--- config.mk ---
export PLATFORM = sky130hd
export DESIGN_NAME = load_sequencer
export DESIGN_NICKNAME = d
export VERILOG_FILES = /design/src/rtl/load_sequencer.sv
export SDC_FILE = /design/constraint.sdc
export NUM_CORES = 1
export LEC_CHECK = 0
export CAP_MARGIN = 30
export CORE_MARGIN = 2
export CORE_UTILIZATION = 45
export CTS_BUF_LIST = sky130_fd_sc_hd__clkbuf_4
export DETAILED_ROUTE_END_ITERATION = 12
export PLACE_DENSITY_LB_ADDON = 0.2
export SLEW_MARGIN = 20
export SYNTH_ARGS = -nofsm -noshare
export SYNTH_HDL_FRONTEND = slang
export SYNTH_SLANG_ARGS = --single-unit
--- constraint.sdc ---
create_clock -name clock -period 2 [get_ports clock]
set_input_delay 0.6 -clock clock [delete_from_list [all_inputs] [get_ports clock]]
set_output_delay 0.6 -clock clock [all_outputs]
set_load 0.05 [all_outputs]
--- src/rtl/load_sequencer.sv ---
// Operator-driven sequencer for the operand/opcode MUX: loads A, B and opcode
// from the switch bus on button presses, runs the UC with a timeout, writes back.
//
// state   | code | meaning
// IDLE    |  0   | waiting for first press
// LOAD_A  |  1   | press captures switches into A
// LOAD_B  |  2   | press captures switches into B
// LOAD_OP |  3   | press captures switches into opcode
// EXEC    |  4   | one-cycle UC start
// WAIT    |  5   | waiting for aluDone, bounded by TIMEOUT
// WB      |  6   | one-cycle write-back of tempRegA into A
// SHOW    |  7   | result displayed, press starts the next operation
module load_sequencer #(
    parameter int TIMEOUT = 15,
    parameter int TW      = 4,
    parameter bit CHAIN   = 1'b1
) (
    input  logic       clock,
    input  logic       resetN,
    input  logic       enter,
    input  logic       abort,
    input  logic       aluDone,
    output logic [1:0] seletor,
    output logic       enable,
    output logic       start,
    output logic       flagUC,
    output logic       busy,
    output logic       timeout,
    output logic [2:0] state
);

    typedef enum logic [2:0] {
        IDLE    = 3'd0,
        LOAD_A  = 3'd1,
        LOAD_B  = 3'd2,
        LOAD_OP = 3'd3,
        EXEC    = 3'd4,
        WAIT    = 3'd5,
        WB      = 3'd6,
        SHOW    = 3'd7
    } state_t;

    localparam logic [TW-1:0] LAST = TW'(TIMEOUT - 1);

    state_t        st;
    logic          s1, s2, prev;
    logic          press;
    logic          chain_ok;
    logic [TW-1:0] count;

    // two-flop synchronizer plus edge detect: one press per rising edge of enter
    assign press = s2 & ~prev;

    always_ff @(posedge clock or negedge resetN) begin
        if (!resetN) begin
            s1       <= 1'b0;
            s2       <= 1'b0;
            prev     <= 1'b0;
            st       <= IDLE;
            count    <= '0;
            timeout  <= 1'b0;
            chain_ok <= 1'b0;
        end else begin
            s1   <= enter;
            s2   <= s1;
            prev <= s2;
            if (abort) begin
                st    <= IDLE;
                count <= '0;
            end else begin
                case (st)
                    IDLE: if (press) begin
                        st      <= LOAD_A;
                        timeout <= 1'b0;
                    end
                    LOAD_A:  if (press) st <= LOAD_B;
                    LOAD_B:  if (press) st <= LOAD_OP;
                    LOAD_OP: if (press) st <= EXEC;
                    EXEC: begin
                        st    <= WAIT;
                        count <= '0;
                    end
                    WAIT: begin
                        if (aluDone) begin
                            st    <= WB;
                            count <= '0;
                        end else if (count == LAST) begin
                            st       <= IDLE;
                            count    <= '0;
                            timeout  <= 1'b1;
                            chain_ok <= 1'b0;
                        end else begin
                            count <= count + TW'(1);
                        end
                    end
                    WB: begin
                        st       <= SHOW;
                        chain_ok <= 1'b1;
                    end
                    SHOW: if (press) st <= (CHAIN && chain_ok) ? LOAD_B : LOAD_A;
                    default: st <= IDLE;
                endcase
            end
        end
    end

    always_comb begin
        seletor = 2'd3;
        case (st)
            LOAD_A:  seletor = 2'd0;
            LOAD_B:  seletor = 2'd1;
            LOAD_OP: seletor = 2'd2;
            EXEC:    seletor = 2'd2;
            WB:      seletor = 2'd0;
            default: seletor = 2'd3;
        endcase
    end

    // MUX write happens on the same edge that advances the load state
    assign enable = press & ~abort & ((st == LOAD_A) | (st == LOAD_B) | (st == LOAD_OP));
    assign start  = (st == EXEC);
    assign flagUC = (st == WB);
    assign busy   = (st == EXEC) | (st == WAIT) | (st == WB);
    assign state  = st;

endmodule

==> results.txt, run 1 <==
----------------------------------------------------
[Yosys]
  Fraction of post-synthesis cell area in the top cell type by area ... 42.4%
  Most frequent cells after synthesis ... dfrtp_1 (12), a21oi_1 (8), o21ai_0 (7)
  Most frequently used flop master after synthesis ... dfrtp_1
  Area contributors post-synth ... dfrtp_1 (42%), a21oi_1 (5.7%), o21ai_0 (4.9%)
  Basic-gate share of the synthesized area counting and, or, nand and nor cells ... a little over a fifth
  Post-synthesis async set-or-reset flop share ... 100%
  Gate Count Post-Synth ... 74
  Flops & latches, synth ... 12
  Largest area contributor in the synthesized netlist ... dfrtp_1
  Cell area after synthesis ... 708 um2
  Arithmetic-cell share of the synthesized area counting full adders, half adders and majority gates ... 3.53%
  Combinational family with the most area after synthesis ... simple AND/OR/NAND/NOR gates
  Complex-gate fraction of the synthesized area ... 17.5%
  Number of distinct library cells after synthesis ... 28
  Multiplexer area fraction after synthesis ... under 10%
  Synthesized area per cell ... between 9 and 10 um2
  Number of nets produced by synthesis ... 81
  Number of warning messages in the yosys log ... 0
  EDFF count, synth ... 0
  Fraction of the yosys area taken by sequential cells ... 42.4%
  Parity-gate share of the synthesized area counting xor and xnor cells ... 1.24%
  Most frequently used cell type in the post-synthesis netlist ... dfrtp_1

[Placed design]
  Detailed placer's ending HPWL ... 1.22 mm
  Gp weighted congestion ... 0.822
  Number of buffers inserted by port buffering ... 14

[Min path]
  Path class of the lowest-slack min-delay path ... reg2reg
  Cell depth of the worst hold path ... 0

[STA]
  Ratio of final minimum period to clock period ... 98.3%
  Worst hold slack across all endpoints ... around 0.37 ns
  Setup repair after global routing missed its margin ... no
  Total negative slack for setup checks ... 0 ns
  Final critical path time including I/O delays and setup ... 1.97 ns
  Measured slew at the worst slew-check pin ... 0.550 ns
  Fmax ... 509 MHz
  Final Max Slew Viols ... 0
  Normalized max-slew margin ... 63.2%
  # setup viols final ... 0
  Worst setup skew after layout ... 0.00670 ns
  Final hold violation count ... 0

[Global route]
  Total gr overflow ... 0
  Number of global-route vias before repair ... 575
  Wire length of the first global-routing pass ... 2.61 mm
  Pin count of the biggest net entering global routing ... 13
  Total global-route track usage ... approximately a fifth
  Antenna violations before repair ... 0

[Clock tree]
  Total clock sinks ... 12
  Master cell of the clock root buffer ... clkbuf_4
  CTS H-Tree Depth ... 1
  TritonCTS buffer count ... 3
  Number of buffers between clock root and the deepest sink ... 2
  Number of hold buffers added after CTS ... 0
  Clock transition at the register clock pins on the worst setup and hold paths after CTS ... 0.08 ns
  Clk Latency, worst-skew pair ... roughly 0.28 ns
  Clock tree from TritonCTS ... done

[Layout]
  Growth of design area from synthesis to finish ... 53.7%
  Diodes inserted ... 0
  Fraction of final layout cells sized beyond drive strength 1 ... 39.0%
  Number of fill cells ... 109
  Util after Layout ... 73.1%
  Final net count ... 108

[Job]
  Number of max-capacitance violations reported ... 0

[Power and ir drop]
  Pwr Total ... 1.13 mW
  Static leakage ... 0.466 nW
  Cell area power density ... 1040 nW/um2
  IR Drop Worst-Case VDD ... 717 uV

[Critical path]
  Critical Path RT ... 1.40 ns
  Type of the worst setup path ... reg2out
  Type of destination of the critical path ... primary output
  Critical path peak fanout ... 9
  Launching element type of the critical path ... register
  Number of cell instances on the worst register-to-register path ... 6
  Endpoint arrival time on the critical path ... 1.37 ns

[Drt]
  DR vias ... 629
  DR vias/cell ... 5.42
  First-pass DRT Iterations ... 4
  DRC marker count from the first detailed-route iteration ... 14
  Total routed wirelength ... around 1.6 mm
  Number of remaining DRC errors ... 0
  Final ANT Viol Nets ... 0
  Routed wire length per instance ... 14.2 um

[Die]
  Die X ... 43.7 um
  Core region area ... 1490 um2
  Number of rows in the core area ... 14
  I/O pin count ... 15
  Die Area ... 1910 um2
  Vert. Die Dim ... 43.7 um
  Initial core utilization ... 47.6%

[Outcome]
  Outcome ... finished, final reports clean

----------------------------------------------------
==> cell usage in the layout, fill, tap and decap left out, types with 2 or more instances in the layout <==
| master | instances |
|---|---|
| nand2_1 | 5 |
| dfrtp_2 | 3 |
| clkdlybuf4s50_1 | 3 |
| nor2_2 | 2 |
| clkbuf_4 | 3 |
| buf_12 | 9 |
| nand3_1 | 4 |
| mux2i_1 | 3 |
| nand2b_1 | 2 |
| ha_1 | 2 |
| buf_4 | 13 |
| dfrtp_1 | 9 |
| o31ai_1 | 2 |
| inv_1 | 5 |
| a21oi_1 | 6 |
| nor2_1 | 2 |
| o21ai_0 | 7 |
==> area by class of cell <==
class | instances | area, um2 | area share (%)
repair buffers | 26 | 318 | 29.2
clock inverters | 1 | 3.75 | 0.345
inverters | 5 | 18.8 | 1.72
flip-flops and latches | 12 | 304 | 27.9
well taps | 16 | 20.0 | 1.84
clock buffers | 3 | 22.5 | 2.07
multi-input cells | 53 | 402 | 36.9
==> flip-flops by register name, indices dropped and copies added, names as in the netlist <==
name      count
state         3
count         4
timeout       1
s1            1
s2            1
prev          1
chain_ok      1
==> repair_timing <==
action	CTS	global route
pin swaps	1	1
setup endpoints to repair	4	4
buffers inserted	0	3
resized for setup	3	2
==> per-layer routing <==
layer | wire (um) | share of wire, % | vias to the layer above | global-route usage [%]
li1 | - | - | 316 | -
met1 | 797 | 48 | 280 | 27.2
met2 | 745 | 45 | 28 | 27.6
met3 | 72 | 4.4 | 5 | 2.50
met4 | 34 | 2.1 | 0 | 10.9
met5 | 0 | 0 | - | 0
==> where the power goes <==
group          internal [mW]  total (mW)  switching [mW]
registers              0.272       0.317          0.0447
clock network         0.0724       0.157          0.0849
logic                  0.310       0.656           0.346
total                  0.655        1.13           0.475
==> cell families after synthesis <==
kind of cell / Yosys count
muxes: 4
buffers and inverters: 9
xor gates and xnor gates: 1
AOI/OAI and AO/OA: 20
DFF: 12
adders and majority gates: 2
and+or+nand+nor: 26
==> worst max-delay path: stages (launching register included) <==
cell     delay [ns]
dfrtp_2        0.47
buf_4          0.18
nor2b_4        0.19
a21oi_4        0.08
buf_12         0.16
==> worst paths after layout <==
path / start / to / slack, ns
setup / recovery: state[1] / seletor[1] / 0.03
setup reg to reg: state[2] / timeout / 0.33
min in group asynchronous: resetN / prev / 0.67
hold / removal: s1 / s2 / 0.37
hold reg to reg: s1 / s2 / 0.37
max in group asynchronous: resetN / state[2] / 0.93
==> per-stage QoR <==
stage | instances | area, um2 | setup WS, ns
after floorplan | 74 | 753 | -0.282
after CTS | 113 | 1060 | 0.0130
after global placement | 109 | 1040 | -0.202
final | 116 | 1090 | 0.0350
after detailed placement | 109 | 1040 | -0.185
after global routing | 116 | 1090 | 0.0103
(Power assumes the default switching activity.)
==> run 2, diff against run 1 <==
--- a/config.mk
+++ b/config.mk
@@ -7,7 +7,7 @@
 export LEC_CHECK = 0
 export CAP_MARGIN = 30
 export CORE_MARGIN = 2
-export CORE_UTILIZATION = 45
+export CORE_UTILIZATION = 40
 export CTS_BUF_LIST = sky130_fd_sc_hd__clkbuf_4
 export DETAILED_ROUTE_END_ITERATION = 12
 export PLACE_DENSITY_LB_ADDON = 0.2
==> results.txt, run 2 (same netlist as run 1, synthesis figures left out) <==
----------------------------------------------------
[STA]
  Fmax ... 506 MHz
  Normalized max-slew margin ... 63.8%
  Final hold violation count ... 0
  Slack of the critical path ... 0.0227 ns
  Final critical path time including I/O delays and setup ... between 1.5 and 2 ns
  Worst setup skew after layout ... approximately 0.0013 ns
  # setup viols final ... 0
  Setup repair after global routing missed its margin ... no
  Measured slew at the worst slew-check pin ... about 0.54 ns
  Worst hold slack across all endpoints ... 0.362 ns
  Final Max Slew Viols ... 0
  Ratio of final minimum period to clock period ... a little over nine tenths

[Layout]
  Register ranked first by flip-flop count ... count
  Final Instance Count excl. Fillers ... 114
  Growth of design area from synthesis to finish ... 51.1%
  Number of flip-flops under the largest register name ... 4
  Final net count ... roughly 110
  Most frequent cells in the layout ... dfrtp_1 (9), buf_12 (9), buf_4 (9)
  Post-Layout Inst Area ... 1070 um2
  Number of fill cells ... 146
  Fraction of final layout cells sized beyond drive strength 1 ... 37.1%
  Diodes inserted ... 0

[Critical path]
  Launching element type of the critical path ... input pin
  Type of the worst setup path ... in2out
  Critical Path RT ... roughly 1.4 ns
  Endpoint arrival time on the critical path ... about 1.4 ns
  Slowest cell on the critical path ... nor4_4
  Family with the most delay on the worst path ... buffers and inverters
  Cells traversed along the worst timing path ... dlygate4sd2_1, nor4_4, buf_12
  Critical path peak fanout ... 2
  CP Buf/Inv Count ... 2
  Type of destination of the critical path ... primary output
  Max incr delay on CP ... 0.32 ns

[Global route]
  Pin count of the biggest net entering global routing ... 13
  Wire length of the first global-routing pass ... 2.64 mm
  Total global-route track usage ... 18.0%
  Number of global-route vias before repair ... 627
  Antenna violations before repair ... 0
  Total gr overflow ... 0

[Power and ir drop]
  Cell area power density ... slightly above 1000 nW/um2
  Static leakage ... roughly 0.45 nW
  IR Drop Worst-Case VDD ... 460 uV

[Clock tree]
  Clock transition at the register clock pins on the worst setup and hold paths after CTS ... 0.08 ns
  Number of hold buffers added after CTS ... 0
  Post-CTS setup repair buffer count ... 0
  Master cell of the clock root buffer ... clkbuf_4
  Number of buffers between clock root and the deepest sink ... 2
  Total clock sinks ... 12
  Clk Latency, worst-skew pair ... between 0.2 and 0.3 ns
  TritonCTS buffer count ... 3
  Clock tree from TritonCTS ... done
  CTS H-Tree Depth ... 1

[Drt]
  DRC marker count from the first detailed-route iteration ... 11
  First-pass DRT Iterations ... 5
  Total routed wirelength ... 1.64 mm
  Routed wire length per instance ... 14.4 um
  DR vias ... 633
  DR vias/cell ... 5.55
  Number of remaining DRC errors ... 0
  Final ANT Viol Nets ... 0

[Placed design]
  Post-Place Worst Slack ... -0.202 ns
  Number of buffers inserted by port buffering ... 14
  Detailed placer's ending HPWL ... 1.29 mm
  Gp weighted congestion ... 0.791
  Dpl cells ... 110
  Instance area at placement ... 1040 um2

[Die]
  Vert. Die Dim ... about 46 um
  Initial core utilization ... 41.9%
  Die Area ... 2120 um2
  Die X ... 46.1 um
  Number of rows in the core area ... 15
  Core region area ... 1690 um2
  I/O pin count ... 15

[Min path]
  Path class of the lowest-slack min-delay path ... reg2reg

[Outcome]
  Outcome ... finished, final reports clean

[Job]
  Number of max-capacitance violations reported ... 0

----------------------------------------------------
## run 2: cell types whose count changed in the layout (fill, tap and decap cells not counted)
cell	before	now
clkdlybuf4s15_1	1	0
buf_6	0	1
dlygate4sd2_1	0	1
buf_4	13	9
## run 2: layout make-up
type,instances,area (um2),area share (%)
clock buffer,3,22.5,2.11
clock inverter,1,3.75,0.351
inverter,5,18.8,1.75
multi-input combinational,53,402,37.5
sequential,12,304,28.4
tap,17,21.3,1.99
timing repair buffer,23,298,27.8
## run 2: metal layers
metal  track usage (%)  up-vias  wire (um)  share of wire, %
li1                  -      308          -                 -
met1              20.7      306        725                44
met2              31.1       15        826                50
met3              2.75        4         40               2.4
met4              10.9        0         46               2.8
met5                 0        -          0                 0
## run 2: power breakdown
| group | total, mW | internal [mW] | switching [mW] |
|---|---|---|---|
| registers | 0.321 | 0.272 | 0.0486 |
| logic | 0.630 | 0.297 | 0.333 |
| clock network | 0.157 | 0.0723 | 0.0844 |
| total | 1.11 | 0.641 | 0.466 |
## run 2: path summary, 6_finish.rpt
| path | end | cells after the start | start | slack [ns] |
|---|---|---|---|---|
| max | enable | 3 | abort | 0.02 |
| min | s2 | 0 | s1 | 0.36 |
| max reg2reg | timeout | 6 | state[0] | 0.33 |
| min reg2reg | s2 | 0 | s1 | 0.36 |
| max in group asynchronous | state[0] | 1 | resetN | 0.94 |
| min in group asynchronous | state[1] | 1 | resetN | 0.67 |
## run 2: what timing repair did
item | in CTS | in global routing
pin swaps | 1 | 1
resized for setup | 3 | 2
setup endpoints to repair | 5 | 2
## run 2: per-stage QoR
step | setup TNS, ns | power [mW] | util (%)
global placement | -0.765 | 0.941 | 61.4
finish | 0 | 1.11 | 63.3
global route | 0 | 1.16 | 63.3
detailed placement | -0.737 | 0.950 | 61.4
floorplan | -0.704 | 0.673 | -
CTS | 0 | 1.11 | 63.0
